$ cat src/rtl/nibble_serial_add_ctrl.sv
// rtl/nibble_serial_add_ctrl.sv - nibble-serial adder controller reusing one 4-bit prefix adder (optional subtract via ADD_CTRL_SUB_EN)

// 4-bit parallel-prefix adder: generate/propagate combined into group carries
module prefix_add4 (
    output logic       cout,
    output logic [3:0] sum,
    input  logic [3:0] a,
    input  logic [3:0] b,
    input  logic       cin
);
    logic [3:0] g;
    logic [3:0] p;
    logic [4:0] c;
    logic       g10, p10, g32, p32;

    // Prefix tree: pair-wise group terms, then carries from cin
    always_comb begin
        g   = a & b;
        p   = a ^ b;
        g10 = g[1] | (p[1] & g[0]);
        p10 = p[1] & p[0];
        g32 = g[3] | (p[3] & g[2]);
        p32 = p[3] & p[2];
        c[0] = cin;
        c[1] = g[0] | (p[0] & cin);
        c[2] = g10 | (p10 & cin);
        c[3] = g[2] | (p[2] & c[2]);
        c[4] = g32 | (p32 & g10) | (p32 & p10 & cin);
        sum  = p ^ c[3:0];
        cout = c[4];
    end
endmodule

module nibble_serial_add_ctrl #(
    parameter int NIBBLES = 4
) (
    input  logic                 clk,
    input  logic                 rst,
    input  logic                 in_valid,
    output logic                 in_ready,
    input  logic [4*NIBBLES-1:0] a,
    input  logic [4*NIBBLES-1:0] b,
    input  logic                 cin,
`ifdef ADD_CTRL_SUB_EN
    input  logic                 op,
`endif
    output logic                 out_valid,
    input  logic                 out_ready,
    output logic [4*NIBBLES-1:0] sum,
    output logic                 cout,
    output logic                 busy
);
    localparam int W  = 4 * NIBBLES;
    localparam int IW = (NIBBLES > 1) ? $clog2(NIBBLES) : 1;
    localparam logic [IW-1:0] LAST = IW'(NIBBLES - 1);

    typedef enum logic [1:0] {IDLE, RUN, DONE} state_t;

    state_t         state;
    logic [IW-1:0]  idx;
    logic [W-1:0]   a_q;
    logic [W-1:0]   b_q;
    logic           carry_q;
    logic [W-1:0]   sum_q;
    logic           cout_q;
    logic           in_ready_q;
    logic           busy_q;
    logic           out_valid_q;

    logic [3:0]     add_sum;
    logic           add_cout;
    logic [W-1:0]   b_load;
    logic           c_load;

    // Operand conditioning at accept time: subtract becomes a + ~b + 1
    always_comb begin
`ifdef ADD_CTRL_SUB_EN
        b_load = op ? ~b : b;
        c_load = op ? 1'b1 : cin;
`else
        b_load = b;
        c_load = cin;
`endif
    end

    prefix_add4 u_add (
        .cout (add_cout),
        .sum  (add_sum),
        .a    (a_q[4*idx +: 4]),
        .b    (b_q[4*idx +: 4]),
        .cin  (carry_q)
    );

    // Control FSM: latch operands, step one nibble per cycle, hold result until taken
    always_ff @(posedge clk) begin
        if (rst) begin
            state       <= IDLE;
            idx         <= '0;
            a_q         <= '0;
            b_q         <= '0;
            carry_q     <= 1'b0;
            sum_q       <= '0;
            cout_q      <= 1'b0;
            in_ready_q  <= 1'b1;
            busy_q      <= 1'b0;
            out_valid_q <= 1'b0;
        end else begin
            case (state)
                IDLE: begin
                    if (in_valid && in_ready_q) begin
                        a_q        <= a;
                        b_q        <= b_load;
                        carry_q    <= c_load;
                        idx        <= '0;
                        state      <= RUN;
                        in_ready_q <= 1'b0;
                        busy_q     <= 1'b1;
                    end
                end
                RUN: begin
                    sum_q[4*idx +: 4] <= add_sum;
                    carry_q           <= add_cout;
                    if (idx == LAST) begin
                        cout_q      <= add_cout;
                        state       <= DONE;
                        busy_q      <= 1'b0;
                        out_valid_q <= 1'b1;
                    end else begin
                        idx <= idx + 1'b1;
                    end
                end
                DONE: begin
                    if (out_ready) begin
                        state       <= IDLE;
                        out_valid_q <= 1'b0;
                        in_ready_q  <= 1'b1;
                    end
                end
                default: begin
                    state       <= IDLE;
                    in_ready_q  <= 1'b1;
                    busy_q      <= 1'b0;
                    out_valid_q <= 1'b0;
                end
            endcase
        end
    end

    assign in_ready  = in_ready_q;
    assign busy      = busy_q;
    assign out_valid = out_valid_q;
    assign sum       = sum_q;
    assign cout      = cout_q;
endmodule

$ cat config.mk
export PLATFORM = sky130hd
export DESIGN_NAME = nibble_serial_add_ctrl
export DESIGN_NICKNAME = d
export VERILOG_FILES = /design/src/rtl/nibble_serial_add_ctrl.sv
export SDC_FILE = /design/constraint.sdc
export NUM_CORES = 1
export LEC_CHECK = 0
export BUFFER_PORTS_ARGS = -buffer_cell sky130_fd_sc_hd__buf_2
export CORE_ASPECT_RATIO = 1.2
export CORE_UTILIZATION = 30
export DETAILED_ROUTE_END_ITERATION = 16
export GPL_TIMING_DRIVEN = 0
export SYNTH_ARGS = -nofsm -noshare
export SYNTH_HDL_FRONTEND = slang
export SYNTH_SLANG_ARGS = --single-unit
$ cat constraint.sdc
create_clock -name clk -period 4.8 [get_ports clk]
set_input_delay 0.72 -clock clk [delete_from_list [all_inputs] [get_ports clk]]
set_output_delay 0.72 -clock clk [all_outputs]
set_load 0.01 [all_outputs]
==> results by group <==
Clocking
  – CTS Hold Bufs: 0
  – Post-CTS setup buffer count: 0
  – Num CTS Buffers: 9
  – Clock tree from TritonCTS: done
  – Resized cells post-CTS: 0
  – Clk_lat worst skew: 0.33 ns
  – Reg clk slew, reported paths: 0.07 ns
  – Clock Path Buffers: 2
  – CTS Sinks: 57
  – Root Buffer: clkbuf_8
  – Max H-tree Level: 3

Global route
  – Initial antenna violation count: 0
  – Total congestion overflow: 0
  – First-pass GRT wire length: between 10 and 15 mm
  – Total track usage: 0.146
  – Vias in the first global route: roughly 2000
  – Largest net degree at the start of global routing: 11

Synthesis
  – Synth unique cells: 36
  – Mapped Cells: roughly 270
  – Post-Syn Area: 2600 um2
  – Ranking of synthesized cells by area: dfxtp_1 (44%), nand2_1 (9.9%), mux4_2 (6.9%)
  – Share of the synthesized area in the top cell type: 0.438
  – Post-synth top flop: dfxtp_1
  – Most numerous cell in the Yosys netlist: nand2_1
  – Synth Net Count: 315
  – Synth top cells by count: nand2_1 (69), dfxtp_1 (57), a21oi_1 (32)
  – Syn avg cell area: roughly 9.8 um2
  – Ys Warns: 0
  – Post-synthesis sequential element count: 57
  – Largest area contributor in the netlist: dfxtp_1
  – Post-synth EDFFs: 0
  – Sequential share of the synthesized area: 0.438
  – Fraction of registers with async set/reset: 0

Die
  – Initial core utilization: 0.314
  – Rows: 36
  – Chip width: just under 90 um
  – # IOs: 57
  – Die Area: 9060 um2
  – Die H: 104 um
  – Core area: 8290 um2

Setup path
  – Critical path class: reg -> reg
  – CP bufs+invs: 1
  – Worst Setup SP: idx[1]
  – Startpoint Class: flip-flop
  – Crit. End Element: flip-flop
  – CP peak stage delay: 0.61 ns
  – CP max-delay cell: mux4_2
  – Family with the most delay on the worst path: adder cells
  – Arrival time at the worst endpoint: 3.35 ns
  – Crit path cell chain: buf_2 -> mux4_2 -> ha_1 -> a21o_1 -> a21o_1 -> fa_1 -> xor2_1 -> a22o_1
  – CP dominant cell by count: a21o_1
  – Crit path required time: slightly above 5 ns
  – Worst r2r src: idx[1]
  – Crit-path max FO: 10

Final layout
  – Share of layout cells above drive strength 1: 0.318
  – Final Instance Area: 3230 um2
  – Area of the multi-input gates: 1310 um2
  – Post-route insts no fill: about 450
  – Final Util: 0.390
  – Final Net Count: 381
  – Ant diodes: 0
  – FF/Latch Area: 1140 um2
  – Synth-to-Final Area Change: 24.1%
  – Fill cells: just under 900

STA
  – Clk_skew: 0.00504 ns
  – Slew Viols, Final: 0
  – Worst-Margin Slew: 0.647 ns
  – Achievable clock frequency: 325 MHz
  – Slew HR: 0.569
  – Final setup viols: 0
  – Fin. Hold Viols: 0
  – Unrepaired setup endpoints after global routing: no
  – Period utilization: 0.641
  – Worst hold slack: 0.452 ns
  – Setup tns final: 0 ns
  – Final min period: between 3 and 4 ns

Worst hold path
  – Worst Hold Class: reg -> reg
  – Hold Startpoint: a_q[6]

Power
  – P_leak: roughly 1.4 nW
  – Sequential power share: 0.437
  – Clock group share of total power: 0.417
  – Pint: 0.861 mW
  – Sw frac: 0.263
  – VDD IR max: 0.155 mV
  – Comb pwr share: 0.146
  – Cell Pwr Density: 361 nW/um2
  – NetSw: just over 0.3 mW

Placement
  – DP Cell Count: approximately 440
  – GPL Wtd Cong: 0.751
  – DP HPWL: 4.52 mm
  – Placed Area: 3020 um2
  – Port Buffers: 55

Run status
  – Run status: finished, final reports clean

Route
  – DRC viols: 0
  – Initial DRC count: 63
  – Drt wl/cell: 13.6 um
  – Via count: slightly above 2000
  – Router iterations before antenna repair: 4
  – Antenna Nets Post-Route: 0
  – Via/cell ratio: 4.60
  – Routed WL: 6.13 mm

Flow run
  – Max-cap violations: 0
registers in the layout (all words and copies together), names as in the netlist, 2 cells and up:
name	cells
idx	2
sum	16
state	2
a_q	16
b_q	16
final timing paths:
path / end / cells after the start / slack, ns
worst max register to register: sum[7] / 8 / 1.72
worst min register to register: a_q[6] / 2 / 0.45
worst min-delay path: a_q[6] / 2 / 0.45
worst max-delay path: sum[7] / 8 / 1.72
placed cells by master, fill, tap and decap left out, types with 3 or more instances in the layout:
master,Yosys,final
buf_12,3,3
buf_6,3,3
nor2_1,20,20
a21oi_1,32,32
clkbuf_1,4,5
ha_1,10,10
dfxtp_1,57,57
clkbuf_8,0,9
clkinv_2,0,3
a21oi_2,9,9
a22o_1,8,8
buf_2,5,60
mux4_2,8,8
a22oi_1,9,9
nand2_1,69,69
cell families after synthesis:
kind of cell,count (synthesis),synth area share
AND/OR/NAND/NOR,103,0.199
XOR/XNOR,2,0.00673
buffers and inverters,19,0.0586
adder cells (fa/ha/maj),12,0.0634
AO/OA/AOI/OAI,65,0.165
multiplexers,8,0.0692
flip-flops,57,0.438
worst register-to-register path: cells and delay by family, from the launching register on:
kind                     cells  cell delay [ns]
XOR/XNOR                     1             0.41
flip-flops                   1             0.38
multiplexers                 1             0.61
buffers and inverters        1             0.30
adder cells (fa/ha/maj)      2             0.72
AO/OA/AOI/OAI                3             0.61
cell type report:
cell class              instances  share of cell area
well taps                     114              0.0441
plain buffers                  17              0.0449
repair buffers                 55              0.0851
multi-input cells             190               0.406
flip-flops and latches         57               0.353
clock inverters                 6              0.0255
clock buffers                  10              0.0395
inverters                       2             0.00232
power by group through the flow:
stage,clock network (mW),logic [mW],registers [mW]
after floorplan,0,0.121,0.519
after detailed placement,0,0.173,0.521
after global placement,0,0.170,0.520
after CTS,0.498,0.175,0.511
after global routing,0.518,0.189,0.514
final,0.487,0.171,0.510
per-layer routing:
metal  GRT usage  up-vias  routed length, um
li1            -     1054                  -
met5           0        -                  0
met3      0.0397        8                239
met1       0.177      975               2800
met2       0.242       38               2990
met4      0.0571        0                104
through the flow:
step	total power, mW	worst slack (ns)
CTS	1.18	1.67
global route	1.22	1.54
global placement	0.690	1.75
floorplan	0.640	2.11
detailed placement	0.694	1.73
finish	1.17	1.72
No activity file was read; power rests on OpenSTA's default activity.
